$ cat src/rtl/imem_loader_if.sv
// Byte-stream in / instruction-memory write port out, bundled for the loader.
// Latency: n/a (signal bundle only).
// Backpressure: in_ready from the loader stalls the byte source; the memory port is never stalled.
//
// Signals:
//   in_valid/in_data/in_ready : byte source handshake (source = master)
//   mem_we/mem_addr/mem_wdata : instruction-memory write port (driven by the loader = slave)
interface imem_loader_if #(
    parameter int ADDR_W = 16
);
    logic              in_valid;
    logic [7:0]        in_data;
    logic              in_ready;
    logic              mem_we;
    logic [ADDR_W-1:0] mem_addr;
    logic [15:0]       mem_wdata;

    // Environment side: supplies bytes, observes the memory write port.
    modport master (
        output in_valid, in_data,
        input  in_ready, mem_we, mem_addr, mem_wdata
    );

    // Loader side: consumes bytes, drives the memory write port.
    modport slave (
        input  in_valid, in_data,
        output in_ready, mem_we, mem_addr, mem_wdata
    );
endinterface

$ cat src/rtl/imem_loader.sv
// Instruction-memory loader: parses {N_hi, N_lo, N x {hi, lo}} bytes into 16-bit words and writes them sequentially.
// Latency: low byte accepted at edge k -> mem_we high for the cycle k..k+1; one word per 3 cycles at best.
// Backpressure: in_ready drops during the write cycle and outside a load; in_valid low just stalls.
//
// Ports:
//   clk, rst_n      : clock, asynchronous active-low reset
//   start           : pulse that arms a new load (only from IDLE, DONE or ERR)
//   bus             : byte stream in + memory write port out (imem_loader_if.slave)
//   cpu_run         : CPU may fetch; high only after a successful load
//   busy            : load in progress
//   error           : last declared word count exceeded DEPTH
//   words_loaded    : words written in the current/last load
module imem_loader #(
    parameter int ADDR_W = 16,
    parameter int DEPTH  = 256
) (
    input  logic              clk,
    input  logic              rst_n,
    input  logic              start,
    imem_loader_if.slave      bus,
    output logic              cpu_run,
    output logic              busy,
    output logic              error,
    output logic [ADDR_W-1:0] words_loaded
);

    typedef enum logic [2:0] {
        S_IDLE,
        S_CNT_HI,
        S_CNT_LO,
        S_W_HI,
        S_W_LO,
        S_WRITE,
        S_DONE,
        S_ERR
    } state_t;

    state_t            state_q;
    state_t            state_nxt;

    logic              in_ready_q;
    logic              mem_we_q;
    logic [ADDR_W-1:0] mem_addr_q;
    logic [15:0]       mem_wdata_q;

    logic [7:0]        cnt_hi_q;   // upper byte of the declared word count
    logic [ADDR_W-1:0] n_q;        // declared word count
    logic [ADDR_W-1:0] index_q;    // address of the word being assembled
    logic [7:0]        hi_q;       // high byte of the word being assembled

    logic              accept;
    logic [15:0]       n_full;
    logic [ADDR_W-1:0] index_inc;

    assign accept    = bus.in_valid && in_ready_q;
    // Full count as it appears on the low-byte edge; range-checked before any truncation.
    assign n_full    = {cnt_hi_q, bus.in_data};
    assign index_inc = index_q + ADDR_W'(1);

    always_comb begin
        state_nxt = state_q;
        case (state_q)
            S_IDLE, S_DONE, S_ERR: begin
                if (start) state_nxt = S_CNT_HI;
            end
            S_CNT_HI: begin
                if (accept) state_nxt = S_CNT_LO;
            end
            S_CNT_LO: begin
                if (accept) begin
                    if (n_full == 16'd0)                 state_nxt = S_DONE;
                    else if (32'(n_full) > 32'(DEPTH))   state_nxt = S_ERR;
                    else                                 state_nxt = S_W_HI;
                end
            end
            S_W_HI: begin
                if (accept) state_nxt = S_W_LO;
            end
            S_W_LO: begin
                if (accept) state_nxt = S_WRITE;
            end
            S_WRITE: begin
                state_nxt = (index_inc == n_q) ? S_DONE : S_W_HI;
            end
            default: state_nxt = S_IDLE;
        endcase
    end

    // Outputs are registered from the next state so they line up with the state they describe.
    always_ff @(posedge clk or negedge rst_n) begin
        if (!rst_n) begin
            state_q      <= S_IDLE;
            in_ready_q   <= 1'b0;
            mem_we_q     <= 1'b0;
            mem_addr_q   <= '0;
            mem_wdata_q  <= '0;
            cpu_run      <= 1'b0;
            busy         <= 1'b0;
            error        <= 1'b0;
            words_loaded <= '0;
            cnt_hi_q     <= '0;
            n_q          <= '0;
            index_q      <= '0;
            hi_q         <= '0;
        end else begin
            state_q    <= state_nxt;
            in_ready_q <= (state_nxt == S_CNT_HI) || (state_nxt == S_CNT_LO) ||
                          (state_nxt == S_W_HI)   || (state_nxt == S_W_LO);
            mem_we_q   <= (state_nxt == S_WRITE);
            cpu_run    <= (state_nxt == S_DONE);
            error      <= (state_nxt == S_ERR);
            busy       <= !((state_nxt == S_IDLE) || (state_nxt == S_DONE) ||
                            (state_nxt == S_ERR));

            case (state_q)
                S_IDLE, S_DONE, S_ERR: begin
                    if (start) words_loaded <= '0;
                end
                S_CNT_HI: begin
                    if (accept) cnt_hi_q <= bus.in_data;
                end
                S_CNT_LO: begin
                    if (accept) begin
                        n_q     <= ADDR_W'(n_full);
                        index_q <= '0;
                    end
                end
                S_W_HI: begin
                    if (accept) hi_q <= bus.in_data;
                end
                S_W_LO: begin
                    if (accept) begin
                        mem_wdata_q <= {hi_q, bus.in_data};
                        mem_addr_q  <= index_q;
                    end
                end
                S_WRITE: begin
                    index_q      <= index_inc;
                    words_loaded <= words_loaded + ADDR_W'(1);
                end
                default: ;
            endcase
        end
    end

    assign bus.in_ready  = in_ready_q;
    assign bus.mem_we    = mem_we_q;
    assign bus.mem_addr  = mem_addr_q;
    assign bus.mem_wdata = mem_wdata_q;

endmodule

$ cat src/flat_wrapper.sv
// flat-port wrapper written by rule: the top's interface ports become plain ports
module imem_loader_flat 
#(
    parameter int ADDR_W = 16,
    parameter int DEPTH  = 256
)
  (clk, rst_n, start, cpu_run, busy, error, words_loaded, bus_in_valid, bus_in_data, bus_in_ready, bus_mem_we, bus_mem_addr, bus_mem_wdata);
  imem_loader_if #(.ADDR_W(ADDR_W)) bus_i ();
  input  logic clk;
  input  logic rst_n;
  input  logic start;
  output logic cpu_run;
  output logic busy;
  output logic error;
  output logic [ADDR_W-1:0] words_loaded;
  input wire logic [$bits(bus_i.in_valid)-1:0] bus_in_valid;
  input wire logic [$bits(bus_i.in_data)-1:0] bus_in_data;
  output wire logic [$bits(bus_i.in_ready)-1:0] bus_in_ready;
  output wire logic [$bits(bus_i.mem_we)-1:0] bus_mem_we;
  output wire logic [$bits(bus_i.mem_addr)-1:0] bus_mem_addr;
  output wire logic [$bits(bus_i.mem_wdata)-1:0] bus_mem_wdata;
  assign bus_i.in_valid = bus_in_valid;
  assign bus_i.in_data = bus_in_data;
  assign bus_in_ready = bus_i.in_ready;
  assign bus_mem_we = bus_i.mem_we;
  assign bus_mem_addr = bus_i.mem_addr;
  assign bus_mem_wdata = bus_i.mem_wdata;
  imem_loader #(.ADDR_W(ADDR_W), .DEPTH(DEPTH)) u_core (.clk(clk), .rst_n(rst_n), .start(start), .bus(bus_i), .cpu_run(cpu_run), .busy(busy), .error(error), .words_loaded(words_loaded));
endmodule
$ cat config.mk
export PLATFORM = sky130hd
export DESIGN_NAME = imem_loader_flat
export DESIGN_NICKNAME = d
export VERILOG_FILES = /design/src/rtl/imem_loader_if.sv /design/src/rtl/imem_loader.sv /design/src/flat_wrapper.sv
export SDC_FILE = /design/constraint.sdc
export NUM_CORES = 1
export LEC_CHECK = 0
export ABC_AREA = 1
export ABC_CLOCK_PERIOD_IN_PS = 5300
export BUFFER_PORTS_ARGS = -buffer_cell sky130_fd_sc_hd__buf_2
export CORE_ASPECT_RATIO = 1.5
export CORE_MARGIN = 2
export CORE_UTILIZATION = 60
export CTS_CLUSTER_DIAMETER = 30
export DETAILED_ROUTE_END_ITERATION = 8
export PLACE_DENSITY = 0.89
export SETUP_SLACK_MARGIN = 0.05
export SYNTH_ARGS = -nofsm -noshare
export SYNTH_HDL_FRONTEND = slang
export SYNTH_SLANG_ARGS = --single-unit
$ cat constraint.sdc
create_clock -name clk -period 5.3 [get_ports clk]
set_clock_uncertainty 0.15 [all_clocks]
set_input_delay 1.06 -clock clk [delete_from_list [all_inputs] [get_ports clk]]
set_output_delay 1.06 -clock clk [all_outputs]
set_load 0.02 [all_outputs]
==> reports/results.ini, run 1 <==
[sta]
finalCritPeriodShare_pct = 58.7
slew_violations = 0
tightest_slew_ns = 0.705
fin_hold_ws_ns = 0.324
setup_viol = 0
fmax_ghz = 0.321
post-route-min-period_ns = 3.11
slew_headroom_pct = 52.9
tns_ns = 0
hold_viol = 0
finalWorstSetupSlack_ns = 2.19
grt_setup_unrepaired = false

[clock_network]
htreeDepth = 3
cts_setup_buffers = 0
cts-root-buf = clkbuf_16
cts_made_buffers = 9
holdBufCountCts = 0
clock_path_buffers = 2
cts_sinks = 104
cts_tree = done
path_clk_slew_ns = 0.07
clock_latency_ns = 0.35
cts_resized = 0

[die]
core_area_mm2 = 0.00796
initial_core_util_pct = 61.7
rows = 40
die-area_mm2 = 0.00894
die_w_um = 77.9
die_h_um = 115
pin_count = 65

[route]
post_drt_wl_per_cell_um = 15.3
firstDrtPassIters = 5
drc_errors = 0
vias = 4257
drtAntennaViolNets = 0
drt-initial-drc-count = 396
via_per_inst = 5.63
wl_um = 11500

[pwr]
power_frac_seq_pct = 41.4
internal_power_w = 0.00190
powerDensity_mw_per_mm2 = 562
p_leak_nw = 2.85
vdd.ir_drop.worst_mv = 0.299
sw_frac_of_total_pct = 40.0
p_switching_w = 0.00127
p_comb_share_pct = 35.3
pwr-share-clk_pct = 23.3

[min_path]
hold_end = u_core.words_loaded[15]
min-delay-path-class = flip-flop to flip-flop
hp-start = u_core.words_loaded[15]
hold_depth = 1

[layout]
nNetsFinal = 660
final-seq-area_mm2 = 0.00260
syn_to_final_growth_pct = 14.9
num_antenna_cells = 0
drive_above_1_share_pct = 17.7
design_area_mm2 = 0.00565
final_util_pct = 70.9
fill_cells = 574
multi_input_area_mm2 = 0.00197

[yosys]
synth_area_leader_cell = dfrtp_1
ys_async_sr_fraction_pct = 100
synth.distinct_cells = 36
ys_warn_count = 0
synth-edff-count = 0
ys_seq_area_share_pct = 53.0
avgSynthCellArea_um2 = 8.40
synth_top_area_share_pct = 53.0
netlist_top_cells_area = dfrtp_1, nand2_1, o21ai_0, inv_1, nand3_1
synth_cells = 585
syn-num-nets = 599
syn_area_mm2 = 0.00491
synthFlopType = dfrtp_1
synth-seq-cells = 104

[setup_path]
cpPeakStageDelay_ns = 0.54
crit_type = primary input to flip-flop
required_ns = 5.39
worst_ep_arrival_time_ns = 3.20
crit_start = bus_in_valid
r2r-start = u_core.state_q[2]
cpMaxStageDelayCell = inv_1
crit_chain = buf_2 > nand2_1 > nor2_2 > inv_1 > buf_4 > o31ai_1 > a221oi_1 > nand2_1 > nand2_2 > nand2_1 > nand2_1 > nand2_1
r2r.worst_path.cells = 13
crit_top_cell = nand2_1
path_max_fanout = 29
start_kind = primary input
end_kind = flip-flop
r2r_slack_ns = 2.41
reg2reg_to = u_core.bus.in_ready

[placement]
pre_cts_ws_ns = 1.86
gp_congestion = 0.863
dpl-instance-area_mm2 = 0.00531
dpl.hpwl_um = 8000
io_buffers = 64

[global_routing]
antenna_found_initial = 0
grt.total_usage_pct = 27.7
grt_start_max_net_pins = 55
grt_pass1_vias = 4280
grt_overflow = 0
grt_pass1_wl_um = 19400

[job]
timing.max_cap.violations = 0

[run_status]
outcome = complete, no violations

-- state kept, by name, summed over array words and instances (netlist names) --
name	count
u_core.state_q	3
u_core.hi_q	8
u_core.bus.in_ready	1
u_core.cpu_run	1
u_core.bus.mem_wdata	16
u_core.bus.mem_we	1
u_core.words_loaded	16
u_core.busy	1
u_core.bus.mem_addr	16
u_core.cnt_hi_q	8
u_core.index_q	16
u_core.n_q	16
u_core.error	1
-- power by group through the flow --
| stage | Combinational (W) | Sequential, W | Clock (W) |
|---|---|---|---|
| floorplan | 0.000672 | 0.00141 | 0 |
| global placement | 0.00104 | 0.00130 | 0 |
| detailed placement | 0.00110 | 0.00132 | 0 |
| CTS | 0.00112 | 0.00131 | 0.000742 |
| global route | 0.00126 | 0.00135 | 0.000776 |
| finish | 0.00112 | 0.00131 | 0.000738 |
-- worst max-delay path: cells and delay by family --
| family | cells | cell delay, ns |
|---|---|---|
| simple gates | 7 | 0.67 |
| buf+inv | 3 | 1.04 |
| compound gates | 2 | 0.40 |
-- cell families after synthesis --
| logic type | Yosys count | share of synthesized area [%] |
|---|---|---|
| xor+xnor | 10 | 2.37 |
| mux | 2 | 0.433 |
| compound gates | 96 | 10.5 |
| buf+inv | 87 | 6.98 |
| fa+ha+maj | 2 | 0.509 |
| flops | 104 | 53.0 |
| simple gates | 284 | 26.2 |
-- worst max-delay path by stage --
| stage | end | slack [ns] | cells past startpoint |
|---|---|---|---|
| 6_report | u_core.bus.in_ready | 2.19 | 12 |
| 5_1_grt | u_core.bus.in_ready | 1.91 | 12 |
| 4_1_cts | u_core.bus.in_ready | 2.21 | 12 |
| 3_3_place_gp | u_core.bus.in_ready | 2.00 | 12 |
| 3_5_place_dp | u_core.bus.in_ready | 1.86 | 12 |
| 2_1_floorplan | u_core.bus.in_ready | 3.01 | 10 |
-- final cells by class --
class	count	area share [%]
Multi-Input combinational cell	394	34.9
Timing Repair Buffer	67	6.12
Inverter	70	4.65
Clock inverter	6	1.71
Clock buffer	10	4.23
Sequential cell	104	46.1
Tap cell	105	2.33
-- per-layer routing --
metal | GRT usage, % | vias up | part of all wire, %
li1 | - | 2016 | -
met1 | 32.5 | 2036 | 39
met2 | 48.8 | 149 | 53
met3 | 3.06 | 56 | 3.4
met4 | 16.8 | 0 | 4.8
met5 | 0 | - | 0
-- cell usage after synthesis (2+ instances only) --
cell type	number
clkbuf_1	11
nor3_1	3
nand2_2	6
nand3_1	38
dfrtp_1	104
xnor2_1	2
nand3b_1	3
o21ai_0	68
ha_1	2
nor2_1	28
nand3_2	3
nand4_1	13
o21ai_1	2
nor2_2	6
nor3_2	5
nor2_4	6
buf_2	4
inv_2	3
nand2_1	172
a21oi_1	6
xor2_1	6
inv_1	67
o22ai_1	14
-- placed cells by master, fill, tap and decap left out, types with 2 or more instances in the layout --
cell type  netlist  routed
nor2_1          28      28
inv_1           67      67
buf_4            1       4
nor2_2           6       6
nor2_4           6       6
nand4_1         13      13
xnor2_1          2       2
nand2_1        172     172
o21ai_1          2       2
ha_1             2       2
nor3_2           5       5
inv_6            0       2
inv_2            3       3
bufinv_16        0       2
buf_2            4      63
xor2_1           6       6
dfrtp_1        104     104
nand3_2          3       3
a21oi_1          6       6
clkbuf_16        0       9
nand2_2          6       6
o22ai_1         14      14
o21ai_0         68      68
nand3_1         38      38
nor3_1           3       3
nand3b_1         3       3
-- metrics by stage --
stage                     cells  total power, W
after floorplan             585         0.00208
after global placement      740         0.00235
after detailed placement    740         0.00242
after CTS                   756         0.00317
after global routing        756         0.00339
final                       756         0.00317
Note: power is estimated with default switching activity, not from simulation.
==> run 2: changes to the inputs <==
--- a/config.mk
+++ b/config.mk
@@ -6,14 +6,14 @@
 export NUM_CORES = 1
 export LEC_CHECK = 0
 export ABC_AREA = 1
-export ABC_CLOCK_PERIOD_IN_PS = 5300
+export ABC_CLOCK_PERIOD_IN_PS = 3050
 export BUFFER_PORTS_ARGS = -buffer_cell sky130_fd_sc_hd__buf_2
 export CORE_ASPECT_RATIO = 1.5
 export CORE_MARGIN = 2
-export CORE_UTILIZATION = 60
+export CORE_UTILIZATION = 58
 export CTS_CLUSTER_DIAMETER = 30
 export DETAILED_ROUTE_END_ITERATION = 8
-export PLACE_DENSITY = 0.89
+export PLACE_DENSITY = 0.87
 export SETUP_SLACK_MARGIN = 0.05
 export SYNTH_ARGS = -nofsm -noshare
 export SYNTH_HDL_FRONTEND = slang
==> constraint.sdc (replaced) <==
create_clock -name clk -period 3.05 [get_ports clk]
set_clock_uncertainty 0.15 [all_clocks]
set_input_delay 0.61 -clock clk [delete_from_list [all_inputs] [get_ports clk]]
set_output_delay 0.61 -clock clk [all_outputs]
set_load 0.02 [all_outputs]
==> reports/results.ini, run 2 (synthesized netlist as in run 1, its figures left out) <==
[die]
die-area_mm2 = 0.00924  ; was 0.00894 mm^2
die_w_um = 79.2  ; was 77.9 um
pin_count = 65  ; unchanged
initial_core_util_pct = 59.1  ; was 61.7%
core_area_mm2 = 0.00831  ; was 0.00796 mm^2
die_h_um = 117  ; was 115 um
rows = 41  ; was 40

[pwr]
powerDensity_mw_per_mm2 = 957  ; was 562 mW/mm^2
p_switching_w = 0.00215  ; was 0.00127 W
vdd.ir_drop.worst_mv = 0.658  ; was 0.299 mV
internal_power_w = 0.00326  ; was 0.00190 W
pwr-share-clk_pct = 22.0  ; was 23.3%
p_comb_share_pct = 36.0  ; was 35.3%
power_frac_seq_pct = 42.0  ; was 41.4%
sw_frac_of_total_pct = 39.7  ; was 40.0%
p_leak_nw = 2.86  ; was 2.85 nW

[setup_path]
crit_type = flip-flop to flip-flop  ; was primary input to flip-flop
path_delay_family = simple AND/OR/NAND/NOR gates  ; was buffers and inverters
crit_top_cell = nand2_1  ; unchanged
required_ns = 3.14  ; was 5.39 ns
cpPeakStageDelay_ns = 0.41  ; was 0.54 ns
start_kind = flip-flop  ; was primary input
end_kind = flip-flop  ; unchanged
cpMaxStageDelayCell = dfrtp_1  ; was inv_1
r2r_slack_ns = 0.62  ; was 2.41 ns
worstPathBufferInverterCount = 0  ; was 3
crit_chain = ha_1 > nand2_1 > nor2_4 > nand3_1 > xor3_1 > nand2_1 > nor2_1 > nand3_1 > nand2_1 > nand2_1 > nand2_2 > nand2_1 > nand2_1 > nand2_1  ; was buf_2 > nand2_1 > nor2_2 > inv_1 > buf_4 > o31ai_1 > a221oi_1 > nand2_1 > nand2_2 > nand2_1 > nand2_1 > nand2_1
path_max_fanout = 7  ; was 29
worst_ep_arrival_time_ns = 2.52  ; was 3.20 ns

[global_routing]
grt.total_usage_pct = 26.6  ; was 27.7%
grt_overflow = 0  ; unchanged
grt_start_max_net_pins = 67  ; was 55
grt_pass1_wl_um = 19100  ; was 19400 um
antenna_found_initial = 0  ; unchanged
grt_pass1_vias = 4152  ; was 4280

[layout]
final-seq-area_mm2 = 0.00260  ; unchanged
final_cells = 759  ; was 756
nNetsFinal = 662  ; was 660
multi_input_area_mm2 = 0.00197  ; unchanged
layout_common_cells = nand2_1, dfrtp_1, o21ai_0  ; unchanged
final_util_pct = 67.9  ; was 70.9%
syn_to_final_growth_pct = 14.9  ; about the same
num_antenna_cells = 0  ; unchanged
drive_above_1_share_pct = 17.8  ; was 17.7%
final_common_cell = nand2_1  ; unchanged
fill_cells = 648  ; was 574

[sta]
slew_violations = 0  ; unchanged
tightest_slew_ns = 0.682  ; was 0.705 ns
finalCritPeriodShare_pct = 79.7
hold_viol = 0  ; unchanged
fin_hold_ws_ns = 0.0781  ; was 0.324 ns
setup_viol = 0  ; unchanged
tns_ns = 0  ; unchanged
grt_setup_unrepaired = false  ; unchanged
fmax_ghz = 0.412
post-route-min-period_ns = 2.43
slew_headroom_pct = 54.4  ; was 52.9%

[route]
vias = 4259  ; was 4257
drc_errors = 0  ; unchanged
wl_um = 11500  ; about the same
via_per_inst = 5.61  ; was 5.63
post_drt_wl_per_cell_um = 15.2  ; was 15.3 um
firstDrtPassIters = 6  ; was 5
drt-initial-drc-count = 487  ; was 396
drtAntennaViolNets = 0  ; unchanged

[clock_network]
cts_tree = done  ; unchanged
clock_latency_ns = 0.35  ; about the same
clock_path_buffers = 2  ; unchanged
holdBufCountCts = 0  ; unchanged
cts_made_buffers = 9  ; unchanged
htreeDepth = 3  ; unchanged
cts-root-buf = clkbuf_16  ; unchanged
path_clk_slew_ns = 0.07  ; about the same
cts_setup_buffers = 0  ; unchanged
cts_resized = 0  ; unchanged
cts_sinks = 104  ; unchanged

[placement]
dpl.hpwl_um = 7910  ; was 8000 um
gp_congestion = 0.827  ; was 0.863
dp_cells = 744  ; was 740
io_buffers = 64  ; unchanged

[job]
timing.max_cap.violations = 0  ; unchanged

[min_path]
min-delay-path-class = primary input to asynchronous set/reset pin  ; was flip-flop to flip-flop

[run_status]
outcome = complete, no violations  ; unchanged

## run 2: worst paths after layout
| check | start | to | cells past startpoint |
|---|---|---|---|
| setup / recovery | u_core.index_q[1] | u_core.busy | 14 |
| hold / removal | rst_n | u_core.bus.mem_wdata[11] | 1 |
| setup reg to reg | u_core.index_q[1] | u_core.busy | 14 |
| hold reg to reg | u_core.words_loaded[15] | u_core.words_loaded[15] | 1 |
| max in group asynchronous | rst_n | u_core.words_loaded[8] | 2 |
| min in group clk | u_core.words_loaded[15] | u_core.words_loaded[15] | 1 |
## run 2: through the flow
step | cell area, um^2 | power [W] | setup WS (ns)
after global routing | 5650 | 0.00576 | 0.380
after detailed placement | 5340 | 0.00418 | 0.660
after CTS | 5650 | 0.00539 | 0.646
after global placement | 5340 | 0.00408 | 0.751
final | 5650 | 0.00540 | 0.620
after floorplan | 4910 | 0.00361 | 0.976
## run 2: final cells by class
type	instances	share of cell area, %
Sequential cell	104	46.1
Tap cell	107	2.37
Clock inverter	3	0.709
Multi-Input combinational cell	394	34.9
Clock buffer	12	4.72
Timing Repair Buffer	69	6.60
Inverter	70	4.65
## run 2: power groups by stage
| stage | clock (W) | sequential (W) | combinational, W |
|---|---|---|---|
| floorplan | 0 | 0.00245 | 0.00117 |
| global placement | 0 | 0.00226 | 0.00182 |
| detailed placement | 0 | 0.00228 | 0.00191 |
| CTS | 0.00119 | 0.00226 | 0.00194 |
| global route | 0.00126 | 0.00233 | 0.00217 |
| finish | 0.00119 | 0.00227 | 0.00194 |
## run 2: routing by layer
| layer | vias up | track usage (%) | routed length, um |
|---|---|---|---|
| met5 | - | 0 | 0 |
| met4 | 0 | 13.9 | 388 |
| met3 | 41 | 5.26 | 540 |
| met2 | 169 | 45.6 | 6010 |
| li1 | 2026 | - | - |
| met1 | 2023 | 31.6 | 4590 |
## run 2: worst reg2reg max path, stage by stage (launching register included)
cell and delay [ns]:
dfrtp_1 0.41, ha_1 0.26, nand2_1 0.15, nor2_4 0.19, nand3_1 0.19, xor3_1 0.24
nand2_1 0.06, nor2_1 0.15, nand3_1 0.10, nand2_1 0.07, nand2_1 0.06, nand2_2 0.12
nand2_1 0.06, nand2_1 0.07, nand2_1 0.06
==> run 3: changes to the inputs <==
--- a/config.mk
+++ b/config.mk
@@ -6,14 +6,14 @@
 export NUM_CORES = 1
 export LEC_CHECK = 0
 export ABC_AREA = 1
-export ABC_CLOCK_PERIOD_IN_PS = 3050
+export ABC_CLOCK_PERIOD_IN_PS = 1980
 export BUFFER_PORTS_ARGS = -buffer_cell sky130_fd_sc_hd__buf_2
 export CORE_ASPECT_RATIO = 1.5
 export CORE_MARGIN = 2
-export CORE_UTILIZATION = 58
+export CORE_UTILIZATION = 52
 export CTS_CLUSTER_DIAMETER = 30
 export DETAILED_ROUTE_END_ITERATION = 8
-export PLACE_DENSITY = 0.87
+export PLACE_DENSITY = 0.83
 export SETUP_SLACK_MARGIN = 0.05
 export SYNTH_ARGS = -nofsm -noshare
 export SYNTH_HDL_FRONTEND = slang
==> constraint.sdc (replaced) <==
create_clock -name clk -period 1.98 [get_ports clk]
set_clock_uncertainty 0.15 [all_clocks]
set_input_delay 0.396 -clock clk [delete_from_list [all_inputs] [get_ports clk]]
set_output_delay 0.396 -clock clk [all_outputs]
set_load 0.02 [all_outputs]
==> reports/results.ini, run 3 (synthesized netlist as in run 1, its figures left out) <==
[clock_network]
cts-root-buf = clkbuf_16  ; unchanged
clock_latency_ns = 0.35  ; about the same
cts_sinks = 104  ; unchanged
htreeDepth = 3  ; unchanged
cts_tree = done  ; unchanged
cts_made_buffers = 9  ; unchanged
path_clk_slew_ns = 0.07  ; about the same
clock_path_buffers = 2  ; unchanged

[layout]
final_cells = 842  ; was 759
layout_common_cells = nand2_1, dfrtp_1, buf_4  ; was nand2_1, dfrtp_1, o21ai_0
nNetsFinal = 739  ; was 662
syn_to_final_growth_pct = 30.9  ; was 14.9%
drive_above_1_share_pct = 30.4  ; was 17.8%
num_antenna_cells = 0  ; unchanged
final-seq-area_mm2 = 0.00261  ; was 0.00260 mm^2
multi_input_area_mm2 = 0.00213  ; was 0.00197 mm^2
final_common_cell = nand2_1  ; unchanged
fill_cells = 626  ; was 648

[die]
die-area_mm2 = 0.0103  ; was 0.00924 mm^2
pin_count = 65  ; unchanged
core_area_mm2 = 0.00920  ; was 0.00831 mm^2
die_w_um = 83.4  ; was 79.2 um
rows = 43  ; was 41
initial_core_util_pct = 53.4  ; was 59.1%
die_h_um = 123  ; was 117 um

[setup_path]
r2r.worst_path.cells = 16  ; was 14
required_ns = 2.07  ; was 3.14 ns
crit_type = flip-flop to flip-flop  ; unchanged
r2r_slack_ns = -0.54  ; was 0.62 ns
r2r-start = u_core.index_q[1]  ; unchanged
start_kind = flip-flop  ; unchanged
crit_start = u_core.index_q[1]  ; unchanged
end_kind = flip-flop  ; unchanged
path_max_fanout = 5  ; was 7
worst_ep_arrival_time_ns = 2.61  ; was 2.52 ns
reg2reg_to = u_core.bus.in_ready  ; was u_core.busy

[sta]
post-route-min-period_ns = 2.52  ; was 2.43 ns
finalWorstSetupSlack_ns = -0.542  ; was 0.620 ns
setup_viol = 7  ; was 0
grt_setup_unrepaired = true  ; was false
slew_violations = 0  ; unchanged
fin_hold_ws_ns = 0.138  ; was 0.0781 ns
fmax_ghz = 0.396  ; was 0.412 GHz
tightest_slew_ns = 0.379  ; was 0.682 ns
finalCritPeriodShare_pct = 127  ; was 79.7%
hold_viol = 0  ; unchanged
slew_headroom_pct = 74.7  ; was 54.4%

[job]
timing.max_cap.violations = 0  ; unchanged

[route]
vias = 4738  ; was 4259
drtAntennaViolNets = 0  ; unchanged
firstDrtPassIters = 8  ; was 6
drt-initial-drc-count = 401  ; was 487
wl_um = 13700  ; was 11500 um
via_per_inst = 5.63  ; was 5.61
drc_errors = 0  ; unchanged
post_drt_wl_per_cell_um = 16.3  ; was 15.2 um

[run_status]
outcome = complete, but fails checks  ; was complete, no violations
violations = setup timing

[min_path]
hold_depth = 3
hold_end = u_core.n_q[4]
hp-start = bus_in_data[4]
min-delay-path-class = primary input to flip-flop  ; was primary input to asynchronous set/reset pin

[placement]
io_buffers = 64  ; unchanged
dp_cells = 800  ; was 744
gp_congestion = 0.936  ; was 0.827
dpl.hpwl_um = 8910  ; was 7910 um

[pwr]
powerDensity_mw_per_mm2 = 1460  ; was 957 mW/mm^2
vdd.ir_drop.worst_mv = 0.876  ; was 0.658 mV
p_leak_nw = 3.26  ; was 2.86 nW

[global_routing]
grt_pass1_wl_um = 21300  ; was 19100 um
grt_overflow = 0  ; unchanged
antenna_found_initial = 0  ; unchanged
grt.total_usage_pct = 26.1  ; was 26.6%
grt_start_max_net_pins = 37  ; was 67
grt_pass1_vias = 4646  ; was 4152

==> run 3: how the worst max path moves through the flow <==
stage | to | slack [ns] | cells after the start
global route | u_core.bus.in_ready | -0.71 | 16
floorplan | u_core.bus.in_ready | -0.0003 | 14
finish | u_core.bus.in_ready | -0.54 | 16
CTS | u_core.busy | -0.30 | 16
global placement | u_core.error | -0.17 | 15
detailed placement | u_core.busy | -0.30 | 16
==> run 3: where the power goes <==
part | internal, W | switching [W] | total [W]
sequential | 0.00291 | 0.000609 | 0.00352
clock | 0.00115 | 0.000787 | 0.00194
combinational | 0.00158 | 0.00236 | 0.00394
==> run 3: repair_timing <==
item                                    4_1_cts  5_1_grt
hold buffers                                  1        0
cloned                                        0        0
pin swaps                                    12       25
endpoints found under the setup margin        8       22
setup buffers                                17       10
gates resized for setup                       9       24
hold endpoints to repair                     24        0
==> run 3: layer usage <==
metal / vias up / global-route usage, % / routed length [um] / part of all wire, %
li1: 2182 / - / - / -
met1: 2210 / 30.3 / 5020 / 37
met2: 274 / 44.8 / 6950 / 51
met3: 72 / 4.21 / 904 / 6.6
met4: 0 / 17.1 / 813 / 5.9
met5: - / 0 / 0 / 0
==> run 3: layout make-up <==
type | instances | area share, %
Clock buffer | 12 | 3.83
Clock inverter | 4 | 1.19
Inverter | 70 | 4.08
Multi-Input combinational cell | 394 | 33.2
Sequential cell | 104 | 40.5
Tap cell | 112 | 2.18
Timing Repair Buffer | 146 | 15.0
==> run 3: per-stage QoR <==
step	setup WS, ns	total power, W	cell area, um^2	util, %	setup TNS, ns
6_report	-0.542	0.00940	6430	69.9	-3.29
5_1_grt	-0.711	0.00995	6430	69.9	-4.57
2_1_floorplan	-0.000326	0.00561	4950	-	-0.000652
4_1_cts	-0.299	0.00910	6280	68.2	-1.57
3_3_place_gp	-0.171	0.00679	5780	62.8	-0.620
3_5_place_dp	-0.302	0.00699	5780	62.8	-1.35
==> run 3: critical path, cell delays in order, from the launching register on <==
cell and delay, ns:
dfrtp_2 0.43, ha_4 0.18, nand3_2 0.11, nor2_4 0.14
nand2_1 0.10, nand3_1 0.17, nand2_1 0.08, nor2_1 0.13
nand3_1 0.15, nor2_2 0.17, nand3_1 0.10, nand2_1 0.12
nand2_1 0.09, nand2_2 0.13, nand2_2 0.06, nand2_2 0.06
nand2_1 0.05
